### config.mk
export PLATFORM = sky130hd
export DESIGN_NAME = acfa_metadata_regs
export DESIGN_NICKNAME = d
export VERILOG_FILES = /design/src/rtl/acfa_metadata_regs.sv
export SDC_FILE = /design/constraint.sdc
export NUM_CORES = 1
export LEC_CHECK = 0
export CORE_MARGIN = 2
export CORE_UTILIZATION = 40
export CTS_BUF_LIST = sky130_fd_sc_hd__clkbuf_8
export DETAILED_ROUTE_END_ITERATION = 7
export RECOVER_POWER = 25
export SLEW_MARGIN = 15
export SYNTH_ARGS = -nofsm -noshare
export SYNTH_HDL_FRONTEND = slang
export SYNTH_SLANG_ARGS = --single-unit
### constraint.sdc
create_clock -name mclk -period 16.2 [get_ports mclk]
set_clock_uncertainty 0.2 [all_clocks]
set_input_delay 1.62 -clock mclk [delete_from_list [all_inputs] [get_ports mclk]]
set_output_delay 1.62 -clock mclk [all_outputs]
set_load 0.05 [all_outputs]
### src/rtl/acfa_metadata_regs.sv
// ACFA metadata peripheral: attestation challenge, executable-region bounds,
// control-flow log pointer tracking and a two-step lock that freezes them.
module acfa_metadata_regs #(
   parameter logic [14:0] BASE_ADDR  = 15'h0180,
   parameter int unsigned CHAL_WORDS = 16,
   parameter int unsigned NUM_ER     = 2,
   parameter logic [15:0] LOG_LIMIT  = 16'h0400,
   parameter logic [15:0] UNLOCK_KEY = 16'hA5A5,
   parameter logic [15:0] LOCK_KEY   = 16'h5A5A
) (
   input  logic                  mclk,
   input  logic                  puc_rst,
   input  logic [13:0]           per_addr,
   input  logic [15:0]           per_din,
   input  logic                  per_en,
   input  logic [1:0]            per_we,
   input  logic [15:0]           cflow_logs_ptr_din,
   input  logic                  attest_done,
   output logic [15:0]           per_dout,
   output logic [16*NUM_ER-1:0]  er_min_flat,
   output logic [16*NUM_ER-1:0]  er_max_flat,
   output logic                  locked,
   output logic                  chal_valid,
   output logic                  log_ovf
);

   typedef enum logic [1:0] {ST_OPEN = 2'd0, ST_ARMED = 2'd1, ST_LOCKED = 2'd2} state_t;

   localparam int unsigned WIN    = CHAL_WORDS + 4 + 2*NUM_ER;
   localparam logic [13:0] BASE_W = BASE_ADDR[14:1];
   localparam logic [13:0] CTRL_O = 14'(CHAL_WORDS);
   localparam logic [13:0] STAT_O = 14'(CHAL_WORDS + 1);
   localparam logic [13:0] LOGP_O = 14'(CHAL_WORDS + 2);
   localparam logic [13:0] LGHW_O = 14'(CHAL_WORDS + 3);
   localparam logic [13:0] ER_O   = 14'(CHAL_WORDS + 4);

   state_t                         state;
   logic [CHAL_WORDS-1:0][15:0]    chal;
   logic [NUM_ER-1:0][15:0]        er_min, er_max;
   logic [CHAL_WORDS-1:0]          chal_mask, chal_mask_nxt, chal_wr;
   logic [NUM_ER-1:0]              ermin_wr, ermax_wr;
   logic [15:0]                    logp, loghw, status;
   logic [13:0]                    off;
   logic                           hit, rd, wr, is_locked;
   logic                           ctrl_wr, stat_wr, loghw_wr, viol_set, ovf_set, wr_viol;

   function automatic logic [15:0] merge(input logic [15:0] old, input logic [15:0] din,
                                         input logic [1:0] we);
      merge = {we[1] ? din[15:8] : old[15:8], we[0] ? din[7:0] : old[7:0]};
   endfunction

   assign off       = per_addr - BASE_W;
   assign hit       = (per_addr >= BASE_W) && (off < 14'(WIN));
   assign rd        = per_en && (per_we == 2'b00) && hit;
   assign wr        = per_en && (per_we != 2'b00) && hit;
   assign is_locked = (state == ST_LOCKED);
   assign locked    = is_locked;
   assign ctrl_wr   = wr && (off == CTRL_O);
   assign stat_wr   = wr && (off == STAT_O);
   assign loghw_wr  = wr && (off == LGHW_O);
   assign viol_set  = wr && is_locked && ((off < CTRL_O) || (off == LGHW_O) || (off >= ER_O));
   assign ovf_set   = (logp >= LOG_LIMIT);
   assign status    = {11'd0, log_ovf, wr_viol, chal_valid, state};

   assign er_min_flat = er_min;
   assign er_max_flat = er_max;

   always_comb begin
      chal_wr  = '0;
      ermin_wr = '0;
      ermax_wr = '0;
      for (int k = 0; k < CHAL_WORDS; k++)
         chal_wr[k] = wr && (off == 14'(k));
      for (int i = 0; i < NUM_ER; i++) begin
         ermin_wr[i] = wr && (off == ER_O + 14'(2*i));
         ermax_wr[i] = wr && (off == ER_O + 14'(2*i + 1));
      end
      // attestation end wins over any same-cycle challenge write
      if (attest_done)
         chal_mask_nxt = '0;
      else
         chal_mask_nxt = chal_mask | (is_locked ? '0 : chal_wr);
   end

   always_comb begin
      per_dout = '0;
      if (rd) begin
         for (int k = 0; k < CHAL_WORDS; k++)
            if (off == 14'(k)) per_dout = chal[k];
         if (off == STAT_O) per_dout = status;
         if (off == LOGP_O) per_dout = logp;
         if (off == LGHW_O) per_dout = loghw;
         for (int i = 0; i < NUM_ER; i++) begin
            if (off == ER_O + 14'(2*i))     per_dout = er_min[i];
            if (off == ER_O + 14'(2*i + 1)) per_dout = er_max[i];
         end
      end
   end

   always_ff @(posedge mclk or posedge puc_rst) begin
      if (puc_rst) begin
         state <= ST_OPEN;
      end else if (attest_done) begin
         state <= ST_OPEN;
      end else if (ctrl_wr && per_we == 2'b11) begin
         case (state)
            ST_OPEN:  if (per_din == UNLOCK_KEY) state <= ST_ARMED;
            ST_ARMED: state <= (per_din == LOCK_KEY) ? ST_LOCKED : ST_OPEN;
            default:  state <= state;
         endcase
      end
   end

   always_ff @(posedge mclk or posedge puc_rst) begin
      if (puc_rst) begin
         chal       <= '0;
         er_min     <= '0;
         er_max     <= '0;
         chal_mask  <= '0;
         chal_valid <= 1'b0;
      end else begin
         chal_mask  <= chal_mask_nxt;
         chal_valid <= &chal_mask_nxt;
         if (!is_locked) begin
            for (int k = 0; k < CHAL_WORDS; k++)
               if (chal_wr[k]) chal[k] <= merge(chal[k], per_din, per_we);
            for (int i = 0; i < NUM_ER; i++) begin
               if (ermin_wr[i]) er_min[i] <= merge(er_min[i], per_din, per_we);
               if (ermax_wr[i]) er_max[i] <= merge(er_max[i], per_din, per_we);
            end
         end
      end
   end

   // sticky flags: a set in the same cycle as a write-1-to-clear wins
   always_ff @(posedge mclk or posedge puc_rst) begin
      if (puc_rst) begin
         logp    <= '0;
         loghw   <= '0;
         wr_viol <= 1'b0;
         log_ovf <= 1'b0;
      end else begin
         logp    <= cflow_logs_ptr_din;
         wr_viol <= viol_set | (wr_viol & ~(stat_wr & per_we[0] & per_din[3]));
         log_ovf <= ovf_set  | (log_ovf & ~(stat_wr & per_we[0] & per_din[4]));
         if (loghw_wr && !is_locked)
            loghw <= merge(loghw, per_din, per_we);
         else if (logp > loghw)
            loghw <= logp;
      end
   end

endmodule

# --- Word level (Yosys, flattened, before mapping) ---
# Index checks and enable logic that the tools add are counted.
word_totals:
  ff_bits: 373
  inputBits: 52
  out_inout_bits: 83
  word_cells: 218
op_classes:
  add_sub_neg: 1
  magnitude_cmp: 6
  n_eq_ne: 31
  n_mux: 35
  n_bitwise: 11
  n_reduce_logical: 86
op_table:
  columns: ["operator", "n"]
  rows:
  - ["$mux W16", 28]
  - ["$reduce_and A3 Y1", 41]
  - ["$eq A14 B4 Y1 const B", 8]
  - ["$eq A14 B5 Y1 const B", 8]
  - ["$eq A14 B3 Y1 const B", 4]
  - ["$logic_and A1 B1 Y1", 32]
  - ["$eq A14 B2 Y1 const B", 2]
  - ["$lt A14 B5 Y1 const B", 2]
  - ["$eq A16 B15 Y1 const B", 1]
  - ["$eq A16 B16 Y1 const B", 1]
  - ["$ge A16 B11 Y1 const B", 1]
  - ["$gt A16 B16 Y1", 1]
  - ["$mux W8", 2]
  - ["$or A16 B16 Y16", 1]
  - ["$reduce_and A16 Y1", 1]
  - ["$eq A14 B1 Y1 const B", 1]
  - ["$ge A14 B5 Y1 const B", 1]
  - ["$ge A14 B8 Y1 const B", 1]
  - ["$logic_not A14 Y1", 1]
  - ["$sub A14 B8 Y14 const B", 1]
  - ["$mux W2", 4]
  - ["$reduce_bool A2 Y1", 3]
  - ["$and A1 B1 Y1", 5]
  - ["$eq A2 B2 Y1 const B", 2]
  - ["11 further kinds", 18]

# --- Logic depth before layout (Yosys ltp) ---
logic_depth:
  depth_word: 26
  ltp_mapped: 12

# --- Least setup slack after synthesis ---
# OpenSTA, ideal clock, no wires.
synth_timing:
  kind: "input-to-output"
  from: "input port per_addr[6]"
  to: "output port per_dout[9]"
  arrival_ps: 4729
  required_time_ps: 14380
  path_slack_ps: 9651
  cell_stages: 10
  path_cell_list: "ha_1 -> xor2_1 -> nand2_1 -> or4_1 -> clkbuf_1 -> nor3_2 -> nand2_2 -> a221o_1 -> a31o_1 -> a211oi_1"
synth_between:
  elab_chain_cells: 26
  word_cells_on_any_way: 52
  classes_between: "1 x add/sub; 2 x order compare; 22 x eq/ne; 24 x mux; 3 x reduce/logical"
synth_lines:
  columns: ["element", "line", "text"]
  rows:
  - ["start, declared", "13", "input logic [13:0] per_addr,"]
  - ["$sub A14 B8 Y14", "52", "assign off = per_addr - BASE_W;"]
  - ["$logic_not A14 Y1", "89", "if (off == 14'(k)) per_dout = chal[k];"]
  - ["$mux W16 (16 in series)", "89", null]
  - ["$mux W16", "90", "if (off == STAT_O) per_dout = status;"]
  - ["$mux W16", "91", "if (off == LOGP_O) per_dout = logp;"]
  - ["$mux W16", "92", "if (off == LGHW_O) per_dout = loghw;"]
  - ["$mux W16", "94", "if (off == ER_O + 14'(2*i)) per_dout = er_min[i];"]
  - ["$mux W16", "95", "if (off == ER_O + 14'(2*i + 1)) per_dout = er_max[i];"]
  - ["$mux W16", "94", null]
  - ["$mux W16", "95", null]
  - ["$mux W16 *", "87", "if (rd) begin"]
  - ["end, declared", "19", "output logic [15:0] per_dout,"]
# Every way passes the cells marked *; elsewhere a longest branch is shown, timed or not.

# --- Worst setup path after layout ---
layout_timing:
  from: "input port per_addr[4]"
  to: "output port per_dout[1]"
# The elaborated chain is that of the path after synthesis.

==> flow_metrics.tcl <==
set metrics [dict create \
    yosysSeqAreaShare 0.496 \
    yosys_warnings 0 \
    synthCells 1535 \
    synth_area_per_cell_sq_um 12.2 \
    max_clock_freq_ghz 0.120 \
    rsz0062_at_grt "no" \
    yosysMostFrequentCell "dfrtp_1" \
    dp_cells 2209 \
    hold_depth 2 \
    first_global_vias 14600 \
    fill_cells 4236 \
    r2r-start "state[0]" \
    drv_slew 246 \
    netlist.area_leader.share 0.496 \
    io_pins 135 \
    tns_ps 0 \
    async_flop_share 1.00 \
    status "complete, but fails checks" \
    grtUsageTotal 0.250 \
    post_cts_resized 0 \
    antenna_found_initial 1 \
    tritoncts "built" \
    regArea_sq_mm 0.00933 \
    r2r-end "chal[198]" \
    p_leak_nw 10.5 \
    arrival_ps 6510 \
    path_clk_slew_ps 60 \
    syn_area_sq_mm 0.0188 \
    synth_common_cells "373 x dfrtp_1, 326 x mux2_2, 75 x clkbuf_1" \
    die_area_sq_mm 0.0488 \
    ys_types 67 \
    area_delta_synth_final_pct 16.9 \
    violations "capacitance limit, slew limit" \
    power.density_mw_per_mm2 91.0 \
    worstSetupPathType "input pin to output pin" \
    worstPathMaxFanout 15 \
    reg2reg_depth 6 \
    synthTopCellsByArea "dfrtp_1 50%, mux2_2 20%, mux4_2 2.8%" \
    ys_ff_latch 373 \
    synth_edf_count 0 \
    maxCapViolations 3 \
    cp.required_ps 14380 \
    drtIter0Drc 1340 \
    cts_buffer_depth 3 \
    core_sq_mm 0.0465 \
    root_buffer "clkbuf_8" \
    dp.final_hpwl_microns 40800 \
    finalSetupViolations 0 \
    cts.sinks 373 \
    grt_pass1_wl_microns 94000 \
    grt_max_degree 97 \
    nets 1735 \
    post-route-period-util 0.514 \
    synth_ff_type "dfrtp_1" \
    core.rowCount 79 \
    reg2reg_setup_slack_ps 12220 \
    die_y_microns 221 \
    gp_congestion 0.945 \
    stdcell_count 2319 \
    cts.hold.buffers_added 0 \
    crit_path_end_kind "output pin" \
    synth_top_area_cell "dfrtp_1" \
    vdd_drop_max_uv 59.0 \
    cp-start-kind "input pin" \
    postRouteAntennaNets 0 \
    wl_per_cell_microns 26.4 \
    grt-ovfl-total 0 \
    hold_violations 0 \
    post-cts-setup-buffer-count 0 \
    slew_headroom -1.95 \
    drc 0 \
    min_path_type "flop to flop" \
    syn_nets 1605 \
    vias 14200 \
    multiInputGateArea_sq_mm 0.00890 \
    crit_path_start "per_addr[4]" \
    wirelength_microns 61300 \
    fp.dieW_microns 221 \
    cp-endpoint "per_dout[1]" \
    max_slew.worst_pin.slew_ps 4400 \
    cts_made_buffers 61 \
    via_per_inst 6.12 \
    period_minus_slack_ps 8330 \
    io_buffers 134 \
    initial_utilization 0.405 \
    diodes 0 \
    htree_levels 2 \
    drt-pass1-iter-count 5 \
    drive_gt1_frac 0.314 \
    clock_latency_ps 650 \
]
-- stage by stage --
step	total power, mW	hold WS [ps]	setup slack (ps)	area, sq um	util
floorplan	1.11	242	4020	18800	-
global placement	1.19	260	8110	20800	0.447
finish	2.00	282	7870	22000	0.473
global route	2.08	296	6770	22000	0.473
detailed placement	1.19	271	7980	20800	0.447
CTS	2.01	285	7990	22000	0.473
-- layout by cell type (no fill, tap or decap), drive strengths merged, types with 9 or more instances in the layout --
cell and count:
nand4 15, clkdlybuf4s50 114, a21oi 72, dlygate4sd3 17
nor3 36, mux4 23, a221oi 13, buf 45
o211ai 11, o22ai 32, a22oi 9, a222oi 11
mux2 326, inv 52, o221ai 23, nand3 19
a32oi 9, clkbuf 80, mux2i 30, o21ai 66
nor2 91, a31oi 20, a21o 13, nor4 14
ha 18, and2 9, dfrtp 373, nand2 74
-- worst max-delay path, cell delays in order --
cell             delay (ps)
clkdlybuf4s50_1         630
inv_1                   460
nand3_1                 240
or3_1                   660
nor3_2                 1010
a221o_1                 310
o221ai_1                180
a221oi_1                500
clkdlybuf4s50_1         900
-- layout make-up --
class	instances	share of cell area
Clock buffer	78	0.0489
Timing Repair Buffer	178	0.0753
Tap cell	607	0.0346
Sequential cell	373	0.425
Inverter	29	0.00501
Clock inverter	32	0.00649
Multi-Input combinational cell	1022	0.405
-- registers in the layout, summed over array words and instances (netlist names) --
signal       count
loghw           16
logp            16
chal           256
log_ovf          1
chal_valid       1
er_min_flat     32
state            2
er_max_flat     32
wr_viol          1
chal_mask       16
-- cell families after synthesis --
group | synth area share
xor+xnor | 0.00140
compound gates | 0.118
flops | 0.496
mux | 0.239
fa+ha+maj | 0.0120
buf+inv | 0.0309
simple gates | 0.102
-- worst min path at each step --
stage / startpoint / to / slack [ps]
after floorplan: wr_viol / wr_viol / 240
after CTS: chal_mask[10] / chal_mask[10] / 280
after global placement: chal_mask[10] / chal_mask[10] / 260
after global routing: chal_mask[9] / chal_mask[9] / 300
final: chal_mask[9] / chal_mask[9] / 280
after detailed placement: chal_mask[10] / chal_mask[10] / 270
-- power breakdown --
part           total, mW  internal [mW]  switching [mW]  leakage [nW]
combinational      0.209         0.0670           0.142          4.73
sequential         0.969          0.954          0.0152          5.10
clock              0.822          0.430           0.392         0.715
-- layer usage --
layer | GRT usage | vias up | share of wire
met2 | 0.403 | 622 | 0.47
li1 | - | 6055 | -
met3 | 0.0417 | 159 | 0.066
met1 | 0.336 | 7355 | 0.42
met4 | 0.0957 | 2 | 0.038
met5 | 0 | - | 0.00026
No activity file was read; power rests on OpenSTA's default activity.
